--- src/rtl/sprite_arb_pkg.sv ---
// Shared types and default sizing for the sprite ROM read-port arbiter.
package sprite_arb_pkg;

   localparam int unsigned DEF_NUM_REQ  = 4;
   localparam int unsigned DEF_ADDR_W   = 10;
   localparam int unsigned DEF_DATA_W   = 2;
   localparam int unsigned DEF_LOCK_MAX = 32;

   typedef enum logic [1:0] {
      IDLE   = 2'd0,
      ARB    = 2'd1,
      LOCKED = 2'd2
   } arb_state_e;

   // Pointer width that stays legal for a single requester.
   function automatic int unsigned ptr_w(input int unsigned n);
      return (n > 1) ? $clog2(n) : 1;
   endfunction

endpackage

--- src/rtl/sprite_rom_arbiter_if.sv ---
// Requester/ROM side bundle of the sprite ROM arbiter.
interface sprite_rom_arbiter_if #(
   parameter int unsigned NUM_REQ = 4,
   parameter int unsigned ADDR_W  = 10,
   parameter int unsigned DATA_W  = 2
);
   logic [NUM_REQ-1:0]        req;
   logic [NUM_REQ-1:0]        req_lock;
   logic [NUM_REQ*ADDR_W-1:0] req_addr;
   logic [NUM_REQ-1:0]        gnt;
   logic [ADDR_W-1:0]         rom_addr;
   logic [DATA_W-1:0]         rom_q;
   logic [NUM_REQ-1:0]        rvalid;
   logic [DATA_W-1:0]         rdata;

   modport master (
      output req, req_lock, req_addr, rom_q,
      input  gnt, rom_addr, rvalid, rdata
   );

   modport slave (
      input  req, req_lock, req_addr, rom_q,
      output gnt, rom_addr, rvalid, rdata
   );
endinterface

--- src/rtl/rr_pick.sv ---
// Combinational round-robin selector: first set req bit at or above ptr, wrapping.
module rr_pick #(
   parameter int unsigned NUM_REQ = 4,
   parameter int unsigned PTR_W   = 2
) (
   input  logic [NUM_REQ-1:0] req,
   input  logic [PTR_W-1:0]   ptr,
   output logic [NUM_REQ-1:0] gnt_c,
   output logic [PTR_W-1:0]   idx_c,
   output logic               vld_c
);

   always_comb begin
      int unsigned       k;
      logic [PTR_W-1:0]  k_idx;
      gnt_c = '0;
      idx_c = '0;
      vld_c = 1'b0;
      k     = 0;
      k_idx = '0;
      for (int unsigned i = 0; i < NUM_REQ; i++) begin
         k = 32'(ptr) + i;
         if (k >= NUM_REQ) k = k - NUM_REQ;
         k_idx = PTR_W'(k);
         if (!vld_c && req[k_idx]) begin
            vld_c        = 1'b1;
            gnt_c[k_idx] = 1'b1;
            idx_c        = k_idx;
         end
      end
   end

endmodule

--- src/rtl/sprite_rom_arbiter.sv ---
// Round-robin arbiter sharing one synchronous sprite ROM read port among NUM_REQ requesters.
// Define SPRITE_ARB_LOCK_EN to enable burst-lock (owner held for up to LOCK_MAX grants).
module sprite_rom_arbiter
   import sprite_arb_pkg::*;
#(
   parameter int unsigned NUM_REQ  = DEF_NUM_REQ,
   parameter int unsigned ADDR_W   = DEF_ADDR_W,
   parameter int unsigned DATA_W   = DEF_DATA_W,
   parameter int unsigned LOCK_MAX = DEF_LOCK_MAX
) (
   input logic                 vga_clk,
   input logic                 reset_n,
   sprite_rom_arbiter_if.slave bus
);

   localparam int unsigned PTR_W = ptr_w(NUM_REQ);

   arb_state_e         state_q, state_d;
   logic [PTR_W-1:0]   rr_ptr_q, rr_ptr_d;
   logic [NUM_REQ-1:0] rvalid_q;
   logic [NUM_REQ-1:0] gnt_c;
   logic [PTR_W-1:0]   gnt_idx_c;
   logic               gnt_vld_c;
   logic               arb_en_c;
   logic [NUM_REQ-1:0] pick_gnt;
   logic [PTR_W-1:0]   pick_idx;
   logic               pick_vld;

`ifdef SPRITE_ARB_LOCK_EN
   localparam int unsigned CNT_W = $clog2(LOCK_MAX + 1);
   logic [PTR_W-1:0] owner_q, owner_d;
   logic [CNT_W-1:0] lock_cnt_q, lock_cnt_d;
`else
   logic unused_lock;
   assign unused_lock = ^{bus.req_lock, 32'(LOCK_MAX)};
`endif

   rr_pick #(.NUM_REQ(NUM_REQ), .PTR_W(PTR_W)) u_rr_pick (
      .req   (bus.req),
      .ptr   (rr_ptr_q),
      .gnt_c (pick_gnt),
      .idx_c (pick_idx),
      .vld_c (pick_vld)
   );

   // Next state, pointer and grant; a lock that cannot hold re-arbitrates in the same cycle.
   always_comb begin
      state_d   = state_q;
      rr_ptr_d  = rr_ptr_q;
      gnt_c     = '0;
      gnt_idx_c = '0;
      gnt_vld_c = 1'b0;
      arb_en_c  = 1'b1;
`ifdef SPRITE_ARB_LOCK_EN
      owner_d    = owner_q;
      lock_cnt_d = lock_cnt_q;
`endif
      case (state_q)
         LOCKED: begin
`ifdef SPRITE_ARB_LOCK_EN
            if (bus.req[owner_q] && bus.req_lock[owner_q] &&
                (lock_cnt_q < CNT_W'(LOCK_MAX))) begin
               arb_en_c         = 1'b0;
               gnt_c[owner_q]   = 1'b1;
               gnt_idx_c        = owner_q;
               gnt_vld_c        = 1'b1;
               lock_cnt_d       = lock_cnt_q + CNT_W'(1);
            end
`endif
         end
         default: ;
      endcase

      if (arb_en_c) begin
         if (pick_vld) begin
            gnt_c     = pick_gnt;
            gnt_idx_c = pick_idx;
            gnt_vld_c = 1'b1;
            rr_ptr_d  = (32'(pick_idx) == NUM_REQ - 1) ? '0 : pick_idx + PTR_W'(1);
            state_d   = ARB;
`ifdef SPRITE_ARB_LOCK_EN
            lock_cnt_d = '0;
            if (bus.req_lock[pick_idx]) begin
               state_d    = LOCKED;
               owner_d    = pick_idx;
               lock_cnt_d = CNT_W'(1);
            end
`endif
         end else begin
            state_d = IDLE;
         end
      end
   end

   always_ff @(posedge vga_clk or negedge reset_n) begin
      if (!reset_n) begin
         state_q  <= IDLE;
         rr_ptr_q <= '0;
         rvalid_q <= '0;
      end else begin
         state_q  <= state_d;
         rr_ptr_q <= rr_ptr_d;
         rvalid_q <= gnt_c;
      end
   end

`ifdef SPRITE_ARB_LOCK_EN
   always_ff @(posedge vga_clk or negedge reset_n) begin
      if (!reset_n) begin
         owner_q    <= '0;
         lock_cnt_q <= '0;
      end else begin
         owner_q    <= owner_d;
         lock_cnt_q <= lock_cnt_d;
      end
   end
`endif

   // Grant path is combinational, so reset must gate it directly.
   assign bus.gnt      = reset_n ? gnt_c : '0;
   assign bus.rom_addr = (reset_n && gnt_vld_c) ?
                         bus.req_addr[32'(gnt_idx_c)*ADDR_W +: ADDR_W] : '0;
   assign bus.rvalid   = rvalid_q;
   assign bus.rdata    = (|rvalid_q) ? bus.rom_q : '0;

endmodule

--- src/flat_wrapper.sv ---
// flat-port wrapper written by rule: the top's interface ports become plain ports
module sprite_rom_arbiter_flat import sprite_arb_pkg::*;
#(
   parameter int unsigned NUM_REQ  = DEF_NUM_REQ,
   parameter int unsigned ADDR_W   = DEF_ADDR_W,
   parameter int unsigned DATA_W   = DEF_DATA_W,
   parameter int unsigned LOCK_MAX = DEF_LOCK_MAX
)
  (vga_clk, reset_n, bus_req, bus_req_lock, bus_req_addr, bus_rom_q, bus_gnt, bus_rom_addr, bus_rvalid, bus_rdata);
  sprite_rom_arbiter_if #(.NUM_REQ(NUM_REQ), .ADDR_W(ADDR_W), .DATA_W(DATA_W)) bus_i ();
  input logic vga_clk;
  input logic reset_n;
  input wire logic [$bits(bus_i.req)-1:0] bus_req;
  input wire logic [$bits(bus_i.req_lock)-1:0] bus_req_lock;
  input wire logic [$bits(bus_i.req_addr)-1:0] bus_req_addr;
  input wire logic [$bits(bus_i.rom_q)-1:0] bus_rom_q;
  output wire logic [$bits(bus_i.gnt)-1:0] bus_gnt;
  output wire logic [$bits(bus_i.rom_addr)-1:0] bus_rom_addr;
  output wire logic [$bits(bus_i.rvalid)-1:0] bus_rvalid;
  output wire logic [$bits(bus_i.rdata)-1:0] bus_rdata;
  assign bus_i.req = bus_req;
  assign bus_i.req_lock = bus_req_lock;
  assign bus_i.req_addr = bus_req_addr;
  assign bus_i.rom_q = bus_rom_q;
  assign bus_gnt = bus_i.gnt;
  assign bus_rom_addr = bus_i.rom_addr;
  assign bus_rvalid = bus_i.rvalid;
  assign bus_rdata = bus_i.rdata;
  sprite_rom_arbiter #(.NUM_REQ(NUM_REQ), .ADDR_W(ADDR_W), .DATA_W(DATA_W), .LOCK_MAX(LOCK_MAX)) u_core (.vga_clk(vga_clk), .reset_n(reset_n), .bus(bus_i));
endmodule
--- config.mk ---
export PLATFORM = sky130hd
export DESIGN_NAME = sprite_rom_arbiter_flat
export DESIGN_NICKNAME = d
export VERILOG_FILES = /design/src/rtl/sprite_arb_pkg.sv /design/src/rtl/sprite_rom_arbiter_if.sv /design/src/rtl/rr_pick.sv /design/src/rtl/sprite_rom_arbiter.sv /design/src/flat_wrapper.sv
export SDC_FILE = /design/constraint.sdc
export NUM_CORES = 1
export LEC_CHECK = 0
export CAP_MARGIN = 20
export CORE_MARGIN = 4
export CORE_UTILIZATION = 45
export CTS_CLUSTER_SIZE = 30
export DETAILED_ROUTE_END_ITERATION = 8
export MAX_ROUTING_LAYER = met4
export PLACE_DENSITY_LB_ADDON = 0.12
export SYNTH_ARGS = -nofsm -noshare
export SYNTH_HDL_FRONTEND = slang
export SYNTH_SLANG_ARGS = --single-unit
export TNS_END_PERCENT = 50
--- constraint.sdc ---
create_clock -name vga_clk -period 5.1 [get_ports vga_clk]
set_clock_uncertainty 0.1 [all_clocks]
set_input_delay 1.02 -clock vga_clk [delete_from_list [all_inputs] [get_ports vga_clk]]
set_output_delay 1.02 -clock vga_clk [all_outputs]
set_load 0.05 [all_outputs]
======== After elaboration in Yosys (flattened, before gate mapping) ========
Index checks and enable logic that the tools add are counted.
word-level totals
  register bits after elaboration ......... 6
  input port bits ......................... 52
operators by class
  reduce and logical (&&, ||, !) cells .... 12
  shifts and indexed selects .............. 1
  muxes and demuxes ....................... 39
  eq/ne operators ......................... 1
  add/sub/neg operators ................... 8
  magnitude comparators ................... 12
  bitwise operators ....................... 3
  $mul .................................... 1
operators with widths
  kind                   number
  $shiftx A40 B7 Y10     1
  $mux W4                6
  $mux W2                11
  $mux W1                13
  $lt A2 B3 Y1 const B   4
  $or A4 B4 Y4           3
  $mux W10               1
  $ge A3 B3 Y1 const B   3
  $bmux W1 S2            4
  $demux W1 S2           4
  $ge A2 B1 Y1 const B   4
  $logic_and A1 B1 Y1    8
  $sub A2 B1 Y2 const B  4
  $add A2 B2 Y3 const B  2
  $mul A2 B3 Y5 const B  1
  $reduce_or A4 Y1       1
  $add A2 B1 Y3 const B  1
  $ge A2 B3 Y1 const B   1
  $logic_not A1 Y1       3
  $add A2 B1 Y2 const B  1
  $eq A2 B2 Y1 const B   1

======== Longest topological paths before layout ========
  depth after elaboration ................. 18
  mapped depth ............................ 14

======== Hierarchy ========
Synthesis repeated with hierarchy kept, for this count alone.
unflattened totals
  cells, all modules ...................... 114
  area, all modules ....................... 1169.9 µm²
by module, submodules not included
  module              sequential area each (µm²)  times used  area each (µm²)  cells each
  sprite_rom_arbiter  150.1                       1           748.2            69
  rr_pick             0.0                         1           421.7            45

======== Worst setup path after synthesis ========
No wires, ideal clock.
  kind .................................... reg2out
  from .................................... register u_core.rr_ptr_q[0]
  to ...................................... output bus_rom_addr[4]
  buffers on the path ..................... 4
  data arrival time ....................... 3606 ps
  required time ........................... 3980 ps
  slack ................................... 374 ps
  stages on the path, launching flop included .. 12
  cell sequence ........................... dfrtp_1 -> buf_6 -> inv_2 -> buf_1 -> clkbuf_1 -> ha_1 -> mux4_2 -> a2111oi_4 -> o21a_2 -> buf_6 -> mux4_2 -> a211o_1
between the ends
  longest elaborated chain between the ends .. 18
ends and longest elaborated chain
  item                                                                    RTL line                   text
  start: declaration                                                      sprite_rom_arbiter.sv:19   logic [PTR_W-1:0] rr_ptr_q, rr_ptr_d;
  start signal: assignment                                                sprite_rom_arbiter.sv:102  rr_ptr_q <= rr_ptr_d;
  parallel branches: the longest is 17 deep, another holds $add A2 B1 Y3  n/a
  $mux W10 *                                                              sprite_rom_arbiter.sv:121  assign bus.rom_addr = (reset_n && gnt_vld_c) ?
  end: declaration                                                        flat_wrapper.sv:18         output wire logic [$bits(bus_i.rom_addr)-1:0] bus_rom_addr;
Every way passes the cells marked *. The select of a mux whose other input is x is not followed.

======== Worst setup path after layout ========
  from .................................... input bus_req[0]
  to ...................................... output bus_rom_addr[8]
between the ends
  longest elaborated chain between the ends .. 16
ends and longest elaborated chain
  item                                       RTL line                   text
  start: declaration                         flat_wrapper.sv:13         input wire logic [$bits(bus_i.req)-1:0] bus_req;
  $bmux W1 S2                                rr_pick.sv:25              if (!vld_c && req[k_idx]) begin
  $mux W1 (implied by the code)              rr_pick.sv:25
  $mux W1                                    rr_pick.sv:25
  $logic_not A1 Y1                           rr_pick.sv:25
  $logic_and A1 B1 Y1                        rr_pick.sv:25
  $mux W1                                    rr_pick.sv:25
  $logic_not A1 Y1                           rr_pick.sv:25
  $logic_and A1 B1 Y1                        rr_pick.sv:25
  $mux W1                                    rr_pick.sv:25
  $logic_not A1 Y1                           rr_pick.sv:25
  $logic_and A1 B1 Y1                        rr_pick.sv:25
  $mux W2 / $mux W1 (equally long branches)  rr_pick.sv:25
  $mux W2                                    sprite_rom_arbiter.sv:75   if (pick_vld) begin
  $mul A2 B3 Y5                              sprite_rom_arbiter.sv:122  bus.req_addr[32'(gnt_idx_c)*ADDR_W +: ADDR_W] : '0;
  $shiftx A40 B7 Y10                         sprite_rom_arbiter.sv:122
  $mux W10 *                                 sprite_rom_arbiter.sv:121
Mark *: on every way between the ends. The rest lies on a longest branch, timed or not. The select of a mux whose other input is x is not followed.

==> impl_metrics.ini <==
[critical_path]
critPathKind = in2out
startpoint_type = input port
path_delay_family = compound AO/OA/AOI/OAI gates
end_kind = output port
cp.required_ns = 3.98
arrival_ns = 3.77
crit_top_cell = mux4_2
cp_max_fo = 19
max_stage_delay_ns = 0.54
worst_path_max_delay_cell = mux4_2
crit_chain = clkdlybuf4s50_1 > mux4_2 > a2111oi_4 > o21a_2 > mux4_2 > a211o_1 > buf_12
crit_buf_inv = 2

[die]
core_area_mm2 = 0.00403
die_w_um = 72.9
die_y_um = 72.9
ios = 72
rows = 23
fp.dieArea_mm2 = 0.00531
initial_core_util = 0.470

[pwr]
leakagePower_nw = 1.04
switching_share = 0.535
power_frac_seq = 0.043
combPwrFrac = 0.924
p_clk_frac = 0.032
ir_drop_v = 0.000499
power_density_mw_per_mm2 = 788
p_int_mw = 1.02
power.switching_mw = 1.18

[synthesis]
synth_top_area_frac = 0.139
ys_async_sr_fraction = 1.00
yosysSeqAreaShare = 0.0793
synth-seq-cells = 6
synth-edff-count = 0
syn-num-nets = 287
yosysTopAreaCell = o221ai_1
synthesis.area_mm2 = 0.00189
avgSynthCellArea_um2 = 8.35
synth_area_leaders = o221ai_1, mux4_2, dfrtp_1, a211oi_1, ha_1
synth_ff_type = dfrtp_1
synth_cells = 227
synthDistinctLibCells = 44
synth_warnings = 0

[clocking]
h-tree-depth = 1
post_cts_resize_count = 0
clock-sinks = 6
cts-root-buf = clkbuf_8
cts_tree = yes
post-cts-setup-buffers = 0
cts_buffers = 3
cts-hold-fix-buffers = 0
path_clk_slew_ns = 0.04
clock_latency_ns = 0.22
clk_path_buf_depth = 2

[routing]
drt_wl_total_um = 5790
vias = 2226
wl_per_cell_um = 17.2
drtIter0Drc = 268
ant_nets = 0
drc = 0
first_pass_iters = 4
via_per_inst = 6.63

[sta]
setup_violations = 0
hold_viol = 0
max_freq_ghz = 0.204
post-route-period-util = 0.960
rsz0062_at_grt = no
finalSetupTns_ns = 0
post-route-min-period_ns = 4.89
worst_slew_pin_slew_ns = 0.618
max_slew_margin = 0.576
maxSlewViolCount = 0

[place]
dp_hpwl_um = 4230
port_buffers = 67
gp_congestion = 0.791

[layout]
area_delta_synth_final_pct = 47.2
num_antenna_cells = 0
drive_gt1_frac = 0.185
nets = 348
fin_util = 0.692

[status]
status = finished clean

[global_route]
grtUsageTotal = 0.218
grt_pass1_wl_um = 9400
overflow = 0
grt_max_degree = 39
grt_pass1_vias = 2018
antenna_found_initial = 0

[job]
drv_cap = 0

[min_path]
hold_path_class = reg2reg
worst paths after layout:
path / startpoint / endpoint / slack [ns] / cells past startpoint
min in group asynchronous: reset_n / u_core.rr_ptr_q[0]$_DFFE_PN0N_ / 0.97 / 1
hold / removal: u_core.rr_ptr_q[0]$_DFFE_PN0N_ / u_core.rr_ptr_q[0]$_DFFE_PN0N_ / 0.67 / 2
max in group asynchronous: reset_n / u_core.bus.rvalid[3]$_DFF_PN0_ / 3.67 / 1
hold reg to reg: u_core.rr_ptr_q[0]$_DFFE_PN0N_ / u_core.rr_ptr_q[0]$_DFFE_PN0N_ / 0.67 / 2
setup reg to reg: u_core.rr_ptr_q[1]$_DFFE_PN0N_ / u_core.rr_ptr_q[1]$_DFFE_PN0N_ / 1.91 / 8
setup / recovery: bus_req[0] / bus_rom_addr[8] / 0.21 / 7
stage by stage:
stage | worst slack [ns] | total power, mW | cells | area, um^2 | hold WS [ns]
2_1_floorplan | 0.374 | 1.48 | 227 | 1890 | 0.623
3_3_place_gp | 0.279 | 2.10 | 333 | 2750 | 0.649
5_1_grt | 0.116 | 2.34 | 336 | 2790 | 0.727
6_report | 0.206 | 2.20 | 336 | 2790 | 0.665
4_1_cts | 0.218 | 2.20 | 336 | 2790 | 0.669
3_5_place_dp | 0.224 | 2.12 | 333 | 2750 | 0.662
power by group through the flow:
stage	Combinational (mW)	Sequential [mW]	Clock, mW
floorplan	1.36	0.125	0
global placement	2.01	0.0946	0
detailed placement	2.03	0.0963	0
CTS	2.03	0.0957	0.0720
global route	2.17	0.0995	0.0749
finish	2.03	0.0953	0.0711
flip-flops by register name, summed over array words and instances (netlist names):
signal	cells
u_core.bus.rvalid	4
u_core.rr_ptr_q	2
Yosys cell counts, types with 4 or more instances:
library cell  count
a211o_1           9
a211oi_1         18
a21oi_1           4
a22oi_1           8
and2_1            4
buf_2            12
clkbuf_1         12
dfrtp_1           6
ha_1              8
mux2_2            4
mux2i_1           5
mux4_2            9
nand2_1           5
nor2_1           15
nor3_1           13
o21ai_0          15
o221ai_1         30
or3_1             9
logic make-up after synthesis:
family,count (synthesis),synth area share
AOI/OAI and AO/OA,93,0.380
and+or+nand+nor,66,0.193
buffers and inverters,32,0.0918
muxes,21,0.199
adders and majority gates,8,0.0528
DFF,6,0.0793
xor gates and xnor gates,1,0.00462
layer usage:
layer | part of all wire | GRT usage
met5 | 0 | -
met4 | 0.0064 | 0.0389
met3 | 0.082 | 0.0152
met2 | 0.49 | 0.354
met1 | 0.42 | 0.304
layout make-up:
class | count | area (um^2)
Multi-Input combinational cell | 189 | 1580
Inverter | 3 | 11.3
Timing Repair Buffer | 85 | 946
Tap cell | 50 | 62.6
Fill cell | 344 | 1240
Clock buffer | 3 | 41.3
Sequential cell | 6 | 150
worst register-to-register path: stages (launching register included):
cell and delay [ns]:
dfrtp_1 0.60, inv_1 0.19, ha_1 0.53, mux4_2 0.42, buf_4 0.23, o21a_1 0.21, buf_4 0.18, nand2b_1 0.14
mux4_2 0.46
cells in the final DEF (no fill, tap or decap), types with 8 or more instances in the layout:
cell             instances
clkdlybuf4s50_1         53
o221ai_1                30
a211oi_1                18
buf_4                   18
nor2_1                  15
o21ai_0                 15
buf_12                  14
nor3_1                  13
mux4_2                   9
or3_1                    9
a211o_1                  9
a22oi_1                  8
ha_1                     8
Note: power is estimated with default switching activity, not from simulation.
==> patch: new RTL, same flow settings <==
The package constant `DEF_NUM_REQ` goes from 4 to 6.
--- a/src/rtl/sprite_arb_pkg.sv
+++ b/src/rtl/sprite_arb_pkg.sv
@@ -1,7 +1,7 @@
 // Shared types and default sizing for the sprite ROM read-port arbiter.
 package sprite_arb_pkg;
 
-   localparam int unsigned DEF_NUM_REQ  = 4;
+   localparam int unsigned DEF_NUM_REQ  = 6;
    localparam int unsigned DEF_ADDR_W   = 10;
    localparam int unsigned DEF_DATA_W   = 2;
    localparam int unsigned DEF_LOCK_MAX = 32;
Ports: changed (5 resized); port bits go from 72 to 100. No check against the original RTL was run, so the function may have changed too.
==> patch against the unedited design <==
- setup slack worse by 0.13 ns
- cell count is 29% higher
- via count is 21% higher
- wire length is 44% higher
- final area is 32% higher
- sequential cell count is 3 higher
- die area is 4.3% higher
- synthesized cell count is 8.8% higher
- worst hold slack better by 0.016 ns
- count of clock-buffer cells in the layout is 1 higher
- synthesized area is 4.8% higher
- largest cell class unchanged
Power is left out: the tool's default activity adds up to more than one toggle a clock period on the data nets, which glitch-free logic cannot reach.
==> patch: results (changes against the unedited design) <==
status: "completed"  # unchanged
vias_per_cell: 6.20  # was 6.63
ys_warn_count: 0  # unchanged
place.gp.congestion: 1.02  # was 0.791
netlist_instances: 247  # was 227
yosysSeqAreaShare_pct: 11.3  # was 7.93%
rr_startpoint: "u_core.rr_ptr_q[1]"  # unchanged
grt_usage_pct: 30.2  # was 21.8%
drtIter0Drc: 314  # was 268
n_fill_cell: 201  # was 344
synthTopCellsByArea: "mux2i_1 20%, dfrtp_1 11%, o22a_1 5.3%, ha_1 4.4%, a21oi_1 3.5%"  # was o221ai_1 14%, mux4_2 11%, dfrtp_1 7.9%, a211oi_1 7.1%, ha_1 5.3%
hpwl_um: 6640  # was 4230 um
rrSetupSlack_ns: 1.59  # was 1.91 ns
fp-row-count: 23  # unchanged
dr_wl_met3_um: 759  # was 477 um
route.met2.wl_um: 4190  # was 2820 um
synthArstFlopShare_pct: 100  # unchanged
tightestPinTransition_ns: 0.565  # was 0.618 ns
wl_met1_um: 3120  # was 2450 um
wl_per_cell_um: 19.3  # was 17.2 um
synth_cell_type_count: 65  # was 44
setup.worst_path.start: "bus_req[5]"  # was bus_req[0]
diodes: 0  # unchanged
root_buffer: "clkbuf_8"  # unchanged
arrival_ns: 3.91  # was 3.77 ns
synth_common_cells: "40 x mux2i_1, 14 x a21oi_1, 12 x nor2_1, 12 x o21ai_1, 12 x o22a_1"  # was 30 x o221ai_1, 18 x a211oi_1, 15 x nor2_1, 15 x o21ai_0, 13 x nor3_1
hold_ws_ns: 0.681  # was 0.665 ns
r2r_cells: 12  # was 8
grt_max_degree: 20  # was 39
ys.flop_type: "dfrtp_1"  # unchanged
portBuffers: 93  # was 67
worstSkewPairLatency_ns: 0.23
grt_pass1_vias: 2671  # was 2018
holdPathEnd: "u_core.rr_ptr_q[2]"  # was u_core.rr_ptr_q[0]
min_path_cells: 2  # unchanged
drc_errors: 0  # unchanged
final_nets: 468  # was 348
largest_reg_flops: 6  # was 4
dr.pass1.iters: 5  # was 4
grt_pass1_wl_um: 12700  # was 9400 um
drive_gt1_share_pct: 30.2  # was 18.5%
hp-start: "u_core.rr_ptr_q[2]"  # was u_core.rr_ptr_q[0]
rr_endpoint: "u_core.rr_ptr_q[1]"  # unchanged
instances_no_fill: 434  # was 336
numCtsBuffers: 3  # unchanged
cp_max_fo: 10  # was 19
synth_fp_nets: 330  # was 287
[patch: what timing repair did]
item / 4_1_cts / 5_1_grt
setup buffers: 2 / 2
endpoints found under the setup margin: 10 / 10
resized for setup: 12 / 20
pin swaps: 1 / 3
[patch: final cells by class]
| cell class | count | area [sq um] | share of cell area (%) |
|---|---|---|---|
| inverter | 9 | 33.8 | 0.920 |
| tap | 50 | 62.6 | 1.70 |
| clock buffer | 4 | 45.0 | 1.23 |
| sequential | 9 | 225 | 6.13 |
| multi-input combinational | 214 | 1810 | 49.3 |
| timing repair buffer | 148 | 1490 | 40.7 |
[patch: critical path: stages]
cell and delay (ns):
clkdlybuf4s50_1 0.44, mux2_2 0.33, buf_4 0.16, nand4_1 0.14, o311a_1 0.27, nand2_2 0.10, buf_4 0.16, or4_4 0.58
buf_4 0.20, nand4_4 0.10, buf_12 0.15, o21ai_2 0.09, buf_12 0.15
[patch: cell families after synthesis]
logic type | count (synthesis) | synth area share [%]
buffers and inverters | 24 | 6.11
AO/OA/AOI/OAI | 75 | 27.9
XOR/XNOR | 10 | 4.79
AND/OR/NAND/NOR | 78 | 22.9
multiplexers | 44 | 22.6
flip-flops | 9 | 11.3
adder cells (fa/ha/maj) | 7 | 4.41
[patch: per-stage QoR]
| stage | setup WS, ns | util (%) | setup TNS (ns) | area (sq um) |
|---|---|---|---|---|
| final | 0.0714 | 88.6 | 0 | 3670 |
| after CTS | -0.0416 | 85.5 | -0.150 | 3540 |
| after global routing | -0.0370 | 88.6 | -0.237 | 3670 |
| after detailed placement | -0.311 | 82.2 | -2.64 | 3410 |
| after global placement | -0.275 | 82.2 | -2.43 | 3410 |
| after floorplan | -0.173 | - | -1.73 | 1990 |
[patch: metal layers]
metal	vias up	GRT usage, %
met3	34	4.05
met1	1245	36.2
met2	179	51.2
met5	-	-
met4	0	11.5
li1	1232	-
[patch: worst max path at each step]
| stage | end | slack [ns] |
|---|---|---|
| after detailed placement | bus_rom_addr[4] | -0.31 |
| after global routing | bus_rom_addr[9] | -0.04 |
| after global placement | bus_rom_addr[5] | -0.27 |
| final | bus_rom_addr[9] | 0.07 |
| after CTS | bus_rom_addr[5] | -0.04 |
| after floorplan | bus_rom_addr[0] | -0.17 |
